**src/rtl/bus_arb_3_pkg.sv**
```systemverilog
// rtl/bus_arb_3_pkg.sv - word width, datapath select codes and FSM state codes shared by bus_arb_3
`ifndef WORD
`define WORD 32
`endif

package bus_arb_3_pkg;

    localparam logic [1:0] SEL_R0 = 2'b00;
    localparam logic [1:0] SEL_R1 = 2'b01;
    localparam logic [1:0] SEL_R2 = 2'b10;

    localparam logic [1:0] ST_IDLE = 2'd0;
    localparam logic [1:0] ST_BUSY = 2'd1;
    localparam logic [1:0] ST_RESP = 2'd2;

    // Pointer value after reset: "last granted was 2", so round-robin starts at 0.
    localparam logic [1:0] RR_PTR_RESET = 2'd2;

    typedef enum logic [1:0] {
        IDLE = ST_IDLE,
        BUSY = ST_BUSY,
        RESP = ST_RESP
    } state_t;

    function automatic logic [1:0] onehot_to_sel(input logic [2:0] oh);
        logic [1:0] s;
        case (oh)
            3'b010:  s = SEL_R1;
            3'b100:  s = SEL_R2;
            default: s = SEL_R0;
        endcase
        return s;
    endfunction

endpackage

```
**src/rtl/arb_pick_3.sv**
```systemverilog
// rtl/arb_pick_3.sv - combinational one-hot winner pick for three requesters (ARB_ROUND_ROBIN_EN selects round-robin)
module arb_pick_3 (
    input  logic [2:0] req,
    input  logic [1:0] ptr,
    output logic [2:0] win
);

`ifdef ARB_ROUND_ROBIN_EN
    // Search starts at the requester after the last-granted one and wraps.
    always_comb begin
        win = 3'b000;
        case (ptr)
            2'd0: begin
                if (req[1])      win = 3'b010;
                else if (req[2]) win = 3'b100;
                else if (req[0]) win = 3'b001;
            end
            2'd1: begin
                if (req[2])      win = 3'b100;
                else if (req[0]) win = 3'b001;
                else if (req[1]) win = 3'b010;
            end
            default: begin
                if (req[0])      win = 3'b001;
                else if (req[1]) win = 3'b010;
                else if (req[2]) win = 3'b100;
            end
        endcase
    end
`else
    // Fixed policy has no history, so the pointer input is intentionally ignored.
    logic unused_ptr;
    assign unused_ptr = ^ptr;

    // Highest index always wins.
    always_comb begin
        win = 3'b000;
        if (req[2])      win = 3'b100;
        else if (req[1]) win = 3'b010;
        else if (req[0]) win = 3'b001;
    end
`endif

endmodule

```
**src/rtl/bus_arb_3.sv**
```systemverilog
// rtl/bus_arb_3.sv - three-requester arbiter onto one memory port (ARB_ROUND_ROBIN_EN selects round-robin)
`ifndef WORD
`define WORD 32
`endif

module bus_arb_3
    import bus_arb_3_pkg::*;
(
    input  logic             clk,
    input  logic             rstn,
    input  logic [2:0]       req,
    input  logic [2:0]       we,
    input  logic [`WORD-1:0] addr0,
    input  logic [`WORD-1:0] addr1,
    input  logic [`WORD-1:0] addr2,
    input  logic [`WORD-1:0] wdata0,
    input  logic [`WORD-1:0] wdata1,
    input  logic [`WORD-1:0] wdata2,
    output logic             mem_req,
    output logic             mem_we,
    output logic [`WORD-1:0] mem_addr,
    output logic [`WORD-1:0] mem_wdata,
    input  logic             mem_ready,
    input  logic [`WORD-1:0] mem_rdata,
    output logic [1:0]       sel,
    output logic [2:0]       gnt,
    output logic [2:0]       done,
    output logic [`WORD-1:0] rdata
);

    state_t     state;
    state_t     state_nxt;
    logic [2:0] win;
    logic [1:0] ptr;
    logic [2:0] gnt_nxt;
    logic [1:0] sel_nxt;
    logic       rdata_ld;
    logic       ptr_ld;

    arb_pick_3 u_pick (
        .req (req),
        .ptr (ptr),
        .win (win)
    );

    // State register.
    always_ff @(posedge clk or negedge rstn) begin
        if (!rstn) state <= IDLE;
        else       state <= state_nxt;
    end

    // Next state plus the strobes that depend only on the current state.
    always_comb begin
        state_nxt = state;
        gnt_nxt   = gnt;
        sel_nxt   = sel;
        rdata_ld  = 1'b0;
        ptr_ld    = 1'b0;
        mem_req   = 1'b0;
        done      = 3'b000;
        case (state)
            IDLE: begin
                if (req != 3'b000) begin
                    gnt_nxt   = win;
                    sel_nxt   = onehot_to_sel(win);
                    state_nxt = BUSY;
                end else begin
                    gnt_nxt = 3'b000;
                    sel_nxt = SEL_R0;
                end
            end
            BUSY: begin
                mem_req = 1'b1;
                if (mem_ready) begin
                    rdata_ld  = 1'b1;
                    ptr_ld    = 1'b1;
                    state_nxt = RESP;
                end
            end
            RESP: begin
                done      = gnt;
                gnt_nxt   = 3'b000;
                sel_nxt   = SEL_R0;
                state_nxt = IDLE;
            end
            default: begin
                gnt_nxt   = 3'b000;
                sel_nxt   = SEL_R0;
                state_nxt = IDLE;
            end
        endcase
    end

    // Grant/select are frozen from BUSY entry through RESP; rdata holds until the next completion.
    always_ff @(posedge clk or negedge rstn) begin
        if (!rstn) begin
            gnt   <= 3'b000;
            sel   <= SEL_R0;
            rdata <= '0;
        end else begin
            gnt <= gnt_nxt;
            sel <= sel_nxt;
            if (rdata_ld) rdata <= mem_rdata;
        end
    end

`ifdef ARB_ROUND_ROBIN_EN
    // Remember the requester whose access just completed; sel encodes its index directly.
    always_ff @(posedge clk or negedge rstn) begin
        if (!rstn)       ptr <= RR_PTR_RESET;
        else if (ptr_ld) ptr <= sel;
    end
`else
    logic unused_ptr_ld;
    assign unused_ptr_ld = ptr_ld;
    assign ptr           = RR_PTR_RESET;
`endif

    // Route the granted requester onto the memory port; write enable only counts while BUSY.
    always_comb begin
        mem_we    = 1'b0;
        mem_addr  = '0;
        mem_wdata = '0;
        case (sel)
            SEL_R0: begin
                mem_we    = we[0];
                mem_addr  = addr0;
                mem_wdata = wdata0;
            end
            SEL_R1: begin
                mem_we    = we[1];
                mem_addr  = addr1;
                mem_wdata = wdata1;
            end
            SEL_R2: begin
                mem_we    = we[2];
                mem_addr  = addr2;
                mem_wdata = wdata2;
            end
            default: begin
                mem_we    = 1'b0;
                mem_addr  = '0;
                mem_wdata = '0;
            end
        endcase
        if (state != BUSY) mem_we = 1'b0;
    end

endmodule

```
**config.mk**
```make
export PLATFORM = sky130hd
export DESIGN_NAME = bus_arb_3
export DESIGN_NICKNAME = d
export VERILOG_FILES = /design/src/rtl/bus_arb_3_pkg.sv /design/src/rtl/arb_pick_3.sv /design/src/rtl/bus_arb_3.sv
export SDC_FILE = /design/constraint.sdc
export NUM_CORES = 1
export LEC_CHECK = 0
export ABC_AREA = 1
export CAP_MARGIN = 20
export CORE_AREA = 2 2 132 134
export DETAILED_ROUTE_END_ITERATION = 10
export DIE_AREA = 0 0 134 136
export GPL_TIMING_DRIVEN = 0
export HOLD_SLACK_MARGIN = 0.15
export PLACE_DENSITY = 0.54
export SYNTH_ARGS = -nofsm -noshare
export SYNTH_HDL_FRONTEND = slang
export SYNTH_SLANG_ARGS = --single-unit
```
**constraint.sdc**
```tcl
create_clock -name clk -period 3.6 [get_ports clk]
set_input_delay 0.36 -clock clk [delete_from_list [all_inputs] [get_ports clk]]
set_output_delay 0.36 -clock clk [all_outputs]
set_load 0.02 [all_outputs]
```
# Word-level counts from Yosys, hierarchy flattened
# Cells that the tools add are included.
[word_totals]
mem_bits_ro = 0
latchBits = 0
mem_bits_rw = 0
n_memories = 0
reg_bits = 39
elab_cells = 36
[op_classes]
n_div = 0
n_addsub = 0
n_bitwise = 0
multipliers = 0
n_shift = 0
eq_ne = 9
n_reduce_logical = 4
n_mux = 19
order_cmp = 0
[ops]
columns = ["cell", "n"]
rows = [
  ["one-hot mux 32 bit (3 select lines)", 2],
  ["2-to-1 mux 3 bit", 4],
  ["one-hot mux 2 bit (2 select lines)", 3],
  ["2-to-1 mux 2 bit", 3],
  ["one-hot mux 3 bit (2 select lines)", 1],
  ["2-to-1 mux 1 bit", 5],
  ["equality test 2 x 1 -> 1 bit, second input constant", 2],
  ["equality test 2 bit, second input constant", 2],
  ["zero test 2 bit", 2],
  ["!= test 2 bit, second input constant", 2],
  ["equality test 3 x 2 -> 1 bit, second input constant", 1],
  ["equality test 3 bit, second input constant", 1],
  ["one-hot mux 1 bit (3 select lines)", 1],
  ["nonzero test 3 bit", 1],
  ["!= test 2 x 1 -> 1 bit, second input constant", 1],
  ["AND reduction 2 bit", 1],
]

# Longest topological paths before layout
# Gate-level depths: netlist of run 1.
[logic_depth]
word_depth = 7
ltp_mapped = 8

# Hierarchy
# Synthesis of run 1 repeated with hierarchy kept, for this count alone.
[unflattened]
hier_cells = 468
hier_area_um2 = 2939.1
[by_module_without_submodules]
columns = ["mod", "n_inst", "area_each_um2", "cells_per_inst", "seq_area_each_um2"]
rows = [
  ["bus_arb_3", 1, 2911.5, 463, 975.9],
  ["arb_pick_3", 1, 27.5, 5, 0.0],
]

# Worst setup path after synthesis of run 1
# OpenSTA, ideal clock, no wires.
[synth_timing]
kind = "flip-flop to output port"
start = "register sel[0]"
end = "output mem_addr[0]"
required_ns = 3.240
path_buffers = 2
arrival_ns = 1.305
stages_incl_launch_ff = 6
slack_ns = 1.935
cell_sequence = "dfrtp_1 nor2_1 buf_2 buf_2 nand2_1 nand3_1"
[synth_via]
elab_chain_len = 2
word_cells_on_any_way = 4
cone_classes = "2 x eq/ne; 1 x mux; 1 x reduce/logical"
[synth_rtl]
columns = ["element", "line_no", "rtl"]
rows = [
  ["start: declaration", "bus_arb_3.sv:25", "output logic [1:0] sel,"],
  ["start signal: assignment", "bus_arb_3.sv:102", "sel <= sel_nxt;"],
  ["equality test 2 bit (tied with other cells)", "bus_arb_3.sv:124", "case (sel)"],
  ["one-hot mux 32 bit (3 select lines) (*)", "bus_arb_3.sv:124", ""],
  ["end: declaration", "bus_arb_3.sv:21", "output logic [`WORD-1:0] mem_addr,"],
]
# Every way passes the cells marked *; elsewhere a longest branch is shown, timed or not.

# Final worst setup path of run 1
[layout_timing]
start = "register sel[0]"
end = "output mem_addr[30]"
# The elaborated chain is that of the path after synthesis.

==> results of run 1 <==
[per-stage QoR]
step / setup WS [ns] / cell area [µm²] / hold slack [ns] / power [mW]
after floorplan: 1.94 / 2810 / 0.0644 / 2.58
after global placement: 1.08 / 6470 / 0.463 / 4.47
after detailed placement: 1.07 / 6470 / 0.468 / 4.45
after CTS: 0.753 / 6620 / 0.220 / 4.94
after global routing: 0.647 / 6620 / 0.263 / 5.18
final: 0.836 / 6620 / 0.182 / 4.86
[how the worst max path moves through the flow]
stage,startpoint,end,slack [ns],depth (start not counted)
6_report,sel[0],mem_addr[30],0.84,6
5_1_grt,sel[0],mem_addr[30],0.65,6
4_1_cts,sel[0],mem_addr[30],0.75,6
3_5_place_dp,sel[0],mem_addr[30],1.07,6
3_3_place_gp,sel[0],mem_addr[30],1.08,6
2_1_floorplan,sel[0],mem_addr[0],1.94,5
[where the power goes]
group	switching, mW	internal [mW]	total, mW
clock	0.174	0.274	0.448
combinational	2.01	1.66	3.66
sequential	0.130	0.623	0.753
total	2.31	2.55	4.86
[layer usage]
metal	track usage	vias to the layer above
li1	-	2093
met1	0.187	1745
met2	0.301	185
met3	0.0578	24
met4	0.0532	0
met5	0	-
[cell usage after synthesis]
master | count | share of area
sky130_fd_sc_hd__nor2_1 | 5 | 0.0067
sky130_fd_sc_hd__buf_4 | 2 | 0.0053
sky130_fd_sc_hd__inv_2 | 2 | 0.0027
sky130_fd_sc_hd__nor2_8 | 2 | 0.014
sky130_fd_sc_hd__dfrtp_1 | 38 | 0.34
sky130_fd_sc_hd__clkbuf_1 | 1 | 0.0013
sky130_fd_sc_hd__buf_6 | 9 | 0.036
sky130_fd_sc_hd__nand3_1 | 58 | 0.10
sky130_fd_sc_hd__nand3_2 | 10 | 0.036
sky130_fd_sc_hd__o22ai_1 | 3 | 0.0067
sky130_fd_sc_hd__nand2_2 | 12 | 0.027
sky130_fd_sc_hd__o21ai_0 | 3 | 0.0053
sky130_fd_sc_hd__buf_2 | 14 | 0.025
sky130_fd_sc_hd__nand2_1 | 283 | 0.38
sky130_fd_sc_hd__inv_1 | 10 | 0.013
[state kept, by name, summed over array words and instances (netlist names)]
name / flops
gnt: 2
sel: 2
rdata: 32
state: 2
[area by class of cell]
cell class	instances	area, µm²
fillers	1758	10300
flip-flops and latches	38	951
plain buffers	26	190
clock inverters	2	12.5
repair buffers	338	3380
clock buffers	6	139
diodes	1	2.50
multi-input cells	376	1620
well taps	225	282
inverters	12	45.0
[cell usage in the layout (no fill, tap or decap)]
master | synthesis | routed
sky130_fd_sc_hd__o21ai_0 | 3 | 3
sky130_fd_sc_hd__nand3_2 | 10 | 10
sky130_fd_sc_hd__diode_2 | 0 | 1
sky130_fd_sc_hd__nand3_1 | 58 | 58
sky130_fd_sc_hd__buf_6 | 9 | 9
sky130_fd_sc_hd__o22ai_1 | 3 | 3
sky130_fd_sc_hd__buf_4 | 2 | 2
sky130_fd_sc_hd__clkinv_2 | 0 | 1
sky130_fd_sc_hd__clkdlybuf4s50_1 | 0 | 337
sky130_fd_sc_hd__nand2_1 | 283 | 283
sky130_fd_sc_hd__clkinvlp_4 | 0 | 1
sky130_fd_sc_hd__clkbuf_8 | 0 | 1
sky130_fd_sc_hd__clkbuf_1 | 1 | 1
sky130_fd_sc_hd__inv_2 | 2 | 2
sky130_fd_sc_hd__clkbuf_16 | 0 | 5
sky130_fd_sc_hd__dfrtp_1 | 38 | 38
sky130_fd_sc_hd__nand2_2 | 12 | 12
sky130_fd_sc_hd__nor2_8 | 2 | 2
sky130_fd_sc_hd__inv_1 | 10 | 10
sky130_fd_sc_hd__nor2_1 | 5 | 5
sky130_fd_sc_hd__buf_2 | 14 | 15
[kinds of logic (layout without fill, tap and decap cells)]
| group | count (synthesis) | after routing | synth area share |
|---|---|---|---|
| other | 0 | 1 | 0 |
| flip-flops | 38 | 38 | 0.339 |
| buffers and inverters | 38 | 384 | 0.0838 |
| AO/OA/AOI/OAI | 6 | 6 | 0.0120 |
| AND/OR/NAND/NOR | 370 | 370 | 0.565 |
==> impl_metrics.yaml, run 1 <==
route:
  ant_nets: 0
  drc_violations_left: 0
  met1_length_um: 6400
  dr_wl_met2_um: 7680
  wire_length_on_met3_um: 1630
  drt_wl_total_um: 16100
  dr.pass1.iters: 4
  routed_wire_length_per_instance_um: 15.8
  detailedRoute.firstIterationViolations: 121
  routed.top_layer: "met4"
  via_per_inst: 3.95
  num_vias: 4047
clocking:
  insertion_delay_ns: 0.28
  clockRootBuffer: "sky130_fd_sc_hd__clkbuf_16"
  cts-hold-fix-buffers: 0
  cts.reportedPaths.clkPinSlew_ns: 0.06
  cts_htree_levels: 2
  cts_inserted_buffers: 5
  post_cts_resized: 0
  postCtsSetupBuffers: 0
  tritoncts: "built"
  cts_max_path_buffers: 2
  clock_sinks: 38
sta:
  final_min_period_over_clock_period: 0.768
  aggregate_negative_setup_slack_ns: 0
  maxSlewHeadroom: 0.440
  rsz0062_at_grt: "false"
  worst_pin_slew_ns: 0.840
  finalClockSkew_ns: 0.00575
  clock.fmax_mhz: 362
  timing_max_transition_violations_final: 0
  finalCriticalPeriod_ns: 2.76
  hold_viol: 0
  timing.final.setup_violations: 0
final_layout:
  final-instance-count-excl-fill: 1024
  area_growth_pct: 136
  drive_above_1_share: 0.0752
  utilization: 0.392
  design.final.nets: 1030
placement:
  dp.cells: 1015
  place.gp.congestion: 0.814
  place.port_buffers: 338
  dp_hpwl_um: 13400
worst_setup_path:
  crit_path_max_fanout: 10
  r2r.worst_path.cells: 8
  worst-endpoint-required_ns: 3.24
  cp_slowest_cell: "sky130_fd_sc_hd__clkdlybuf4s50_1"
  critical_path_arrival_ns: 2.40
  crit_path_frequent_cell: "sky130_fd_sc_hd__buf_2"
  crit_path_max_incr_delay_ns: 0.70
  cp.buffers_inverters: 3
  endpoint_kind: "output port"
  critical_path.startpoint_type: "register"
  worst-setup-path-type: "register to output port"
  crit-reg2reg-capture: "rdata[1]"
  worst_path_cell_chain: "nor2_1 > buf_2 > buf_2 > nand2_1 > nand3_1 > clkdlybuf4s50_1"
  worst_r2r_setup_slack_ns: 2.26
  reg2reg_from: "state[1]"
  kind_of_cell_with_the_highest_combined_delay_on_the_critical_path: "buffers and inverters"
floorplanning:
  die_span_x_um: 134
  die_h_um: 136
  initial_utilization: 0.166
  core_area_mm2: 0.0169
  rows: 48
  die_area_mm2: 0.0182
  ios: 339
global_routing:
  grt.overflow.total: 0
  vias_in_the_first_global_route: 4088
  antenna_violations_before_repair: 1
  grtUsageTotal: 0.168
  pin_count_of_the_biggest_net_entering_global_routing: 39
  first_pass_grt_wire_length_um: 23500
synthesis:
  netlist-cell-type-count: 15
  synthCells: 452
  mean_post_synth_cell_area_um2: 6.21
  synth.ff_latch_count: 38
  ys_seq_area_frac: 0.339
  post_synthesis_net_count: 685
  cell_area_synth_mm2: 0.00281
  synth_warnings: 0
pwr:
  power.density_cell_area_mw_per_mm2: 735
  cellLeakagePower_nw: 2.96
  ir_worst_vdd_mv: 0.374
run:
  max-cap-violations: 0
status:
  status: "finished, final reports clean"
hold_path:
  hp-class: "input port to async pin"
(Power assumes the default switching activity.)
==> inputs of run 2 (changes only) <==
--- a/config.mk
+++ b/config.mk
@@ -7,12 +7,12 @@
 export LEC_CHECK = 0
 export ABC_AREA = 1
 export CAP_MARGIN = 20
-export CORE_AREA = 2 2 132 134
+export CORE_AREA = 2 2 133 135
 export DETAILED_ROUTE_END_ITERATION = 10
-export DIE_AREA = 0 0 134 136
+export DIE_AREA = 0 0 135 137
 export GPL_TIMING_DRIVEN = 0
 export HOLD_SLACK_MARGIN = 0.15
-export PLACE_DENSITY = 0.54
+export PLACE_DENSITY = 0.56
 export SYNTH_ARGS = -nofsm -noshare
 export SYNTH_HDL_FRONTEND = slang
 export SYNTH_SLANG_ARGS = --single-unit
==> constraint.sdc (replaced) <==
create_clock -name clk -period 2.5 [get_ports clk]
set_input_delay 0.25 -clock clk [delete_from_list [all_inputs] [get_ports clk]]
set_output_delay 0.25 -clock clk [all_outputs]
set_load 0.02 [all_outputs]
==> run 2 against run 1 <==
Compared with the run above: clock skew fell by 0.0024 ns; power increased by 44%; sequential cell count unchanged; first-iteration DRC count is 11% lower; count of clock-buffer cells in the layout is 1 higher; worst hold slack better by 0.29 ns; register-to-register slack worse by 1.2 ns; global-route usage shrank 0.19 points; clock power up 41%; non-clock buffer count grew 1; critical endpoint is now mem_wdata[21]; largest cell class unchanged; highest routed layer is now met5.
==> impl_metrics.yaml, run 2 (same netlist as run 1, synthesis figures left out) <==
status:
  status: "finished, final reports clean"
pwr:
  pwr-share-seq: 0.155
  cellLeakagePower_nw: 3.00
  clockPowerShare: 0.091
  ir_worst_vdd_mv: 0.480
  internal-power_mw: 3.71
  share_comb_of_total_power: 0.754
  switchingPower_mw: 3.29
  switching_power_as_a_share_of_total_power: 0.470
  power.density_cell_area_mw_per_mm2: 1050
sta:
  maxSlewHeadroom: 0.430
  aggregate_negative_setup_slack_ns: 0
  final_min_period_over_clock_period: 0.967
  rsz0062_at_grt: "true"
  timing_max_transition_violations_final: 0
  worst_pin_slew_ns: 0.855
  timing.final.setup_violations: 0
  postLayoutSetupSlackWorst_ns: 0.0837
  finalCriticalPeriod_ns: 2.42
  hold_viol: 0
  finalClockSkew_ns: 0.00335
  clock.fmax_mhz: 414
route:
  drc_violations_left: 0
  routed_wire_length_per_instance_um: 15.6
  num_vias: 4095
  detailedRoute.firstIterationViolations: 108
  dr.pass1.iters: 5
  drt_wl_total_um: 16000
  ant_nets: 0
  via_per_inst: 3.99
global_routing:
  grtUsageTotal: 0.166
  grt.overflow.total: 0
  antenna_violations_before_repair: 4
  pin_count_of_the_biggest_net_entering_global_routing: 39
  first_pass_grt_wire_length_um: 23600
  vias_in_the_first_global_route: 4078
clocking:
  insertion_delay_ns: 0.28
  cts.reportedPaths.clkPinSlew_ns: 0.05
  tritoncts: "built"
  cts_inserted_buffers: 5
  clockRootBuffer: "sky130_fd_sc_hd__clkbuf_16"
  clock_sinks: 38
  cts_htree_levels: 2
  cts_max_path_buffers: 2
  postCtsSetupBuffers: 0
worst_setup_path:
  crit_path_frequent_cell: "sky130_fd_sc_hd__clkbuf_4"
  crit_path_max_fanout: 10
  worst_path_cell_chain: "nor2_1 > clkbuf_4 > clkbuf_4 > nand2_1 > nand3_1 > clkdlybuf4s50_1"
  worst-endpoint-required_ns: 2.25
  endpoint_kind: "output port"
  crit_path_max_incr_delay_ns: 0.65
  cp_slowest_cell: "sky130_fd_sc_hd__clkdlybuf4s50_1"
  worst-setup-path-type: "register to output port"
  critical_path.startpoint_type: "register"
  critical_path_arrival_ns: 2.17
final_layout:
  drive_above_1_share: 0.0776
  final_common_cell: "sky130_fd_sc_hd__clkdlybuf4s50_1"
  final.fill_count: 1803
  design.final.nets: 1031
  largest_register_ffs: 32
  area_growth_pct: 137
  final_cell_mix: "332 x sky130_fd_sc_hd__clkdlybuf4s50_1, 283 x sky130_fd_sc_hd__nand2_1, 58 x sky130_fd_sc_hd__nand3_1"
  final-instance-count-excl-fill: 1026
  largest-register: "rdata"
floorplanning:
  rows: 48
  core_area_mm2: 0.0171
  initial_utilization: 0.165
  ios: 339
  die_h_um: 137
  die_span_x_um: 135
  die_area_mm2: 0.0185
hold_path:
  hp-class: "register to register"
placement:
  dp_hpwl_um: 13300
  dp.cells: 1015
  pre_cts_ws_ns: 0.173
  place.gp.congestion: 0.784
  place.port_buffers: 338
run:
  max-cap-violations: 0
run 2: area by class of cell:
type,instances,area [µm²],share of cell area
Antenna cell,2,5.00,0.000752
Buffer,26,211,0.0318
Clock buffer,7,143,0.0214
Clock inverter,1,5.00,0.000752
Inverter,12,45.0,0.00677
Multi-Input combinational cell,376,1620,0.243
Sequential cell,38,953,0.143
Tap cell,225,282,0.0423
Timing Repair Buffer,339,3390,0.510
run 2: per-stage QoR:
step / hold slack, ns / util / instance area [µm²] / power (mW)
after floorplan: -0.0456 / - / 2810 / 3.72
after global placement: 0.463 / 0.379 / 6470 / 6.40
after detailed placement: 0.420 / 0.379 / 6470 / 6.40
after CTS: 0.481 / 0.388 / 6630 / 7.08
after global routing: 0.501 / 0.390 / 6660 / 7.49
final: 0.474 / 0.390 / 6660 / 6.99
run 2: repair_timing:
item | 4_1_cts | 5_1_grt
hold buffers | 1 | 0
hold endpoints to repair | 38 | 0
setup endpoints to repair | 43 | 42
resized for setup | 5 | 12
run 2: critical path, delay by kind of cell (launching register included):
kind / cells / cell delay (ns)
AND/OR/NAND/NOR: 3 / 0.30
flip-flops: 1 / 0.48
buffers and inverters: 3 / 1.10
run 2: worst paths after layout:
check / from / end / slack, ns / cells past startpoint
worst max-delay path: sel[0] / mem_wdata[21] / 0.08 / 6
worst min-delay path: rdata[7] / rdata[7] / 0.47 / 2
worst max register to register: state[1] / rdata[0] / 1.08 / 8
worst min register to register: rdata[7] / rdata[7] / 0.47 / 2
max in group asynchronous: rstn / sel[1] / 1.29 / 2
min in group asynchronous: rstn / rdata[27] / 0.62 / 2
run 2: power by group through the flow:
stage / sequential, mW / combinational, mW / clock (mW)
6_report: 1.09 / 5.27 / 0.633
5_1_grt: 1.13 / 5.68 / 0.684
4_1_cts: 1.09 / 5.33 / 0.660
3_5_place_dp: 1.08 / 5.32 / 0
3_3_place_gp: 1.08 / 5.31 / 0
2_1_floorplan: 1.40 / 2.31 / 0
run 2: metal layers:
metal | vias up | GRT usage | routed length, µm
met5 | - | 0 | 32
met4 | 4 | 0.0596 | 408
met3 | 29 | 0.0622 | 1790
met2 | 191 | 0.281 | 7560
met1 | 1776 | 0.193 | 6170
li1 | 2095 | - | -
==> inputs of run 3 (changes only) <==
--- a/config.mk
+++ b/config.mk
@@ -7,12 +7,12 @@
 export LEC_CHECK = 0
 export ABC_AREA = 1
 export CAP_MARGIN = 20
-export CORE_AREA = 2 2 133 135
+export CORE_AREA = 2 2 132 134
 export DETAILED_ROUTE_END_ITERATION = 10
-export DIE_AREA = 0 0 135 137
+export DIE_AREA = 0 0 134 136
 export GPL_TIMING_DRIVEN = 0
 export HOLD_SLACK_MARGIN = 0.15
-export PLACE_DENSITY = 0.56
+export PLACE_DENSITY = 0.54
 export SYNTH_ARGS = -nofsm -noshare
 export SYNTH_HDL_FRONTEND = slang
 export SYNTH_SLANG_ARGS = --single-unit
==> constraint.sdc (replaced) <==
create_clock -name clk -period 2.98 [get_ports clk]
set_input_delay 0.298 -clock clk [delete_from_list [all_inputs] [get_ports clk]]
set_output_delay 0.298 -clock clk [all_outputs]
set_load 0.02 [all_outputs]
==> results of run 3 <==
The final DEF is identical to that of run 1. Status: finished, final reports clean.
Among the figures that moved: setup slack after placement 1.07 ns -> 0.511 ns; setup slack after layout 0.836 ns -> 0.278 ns; hold slack 0.182 ns -> 0.120 ns; register-to-register setup slack 2.26 ns -> 1.64 ns; total power 4.86 mW -> 5.88 mW; worst IR drop on VDD 0.374 mV -> 0.451 mV
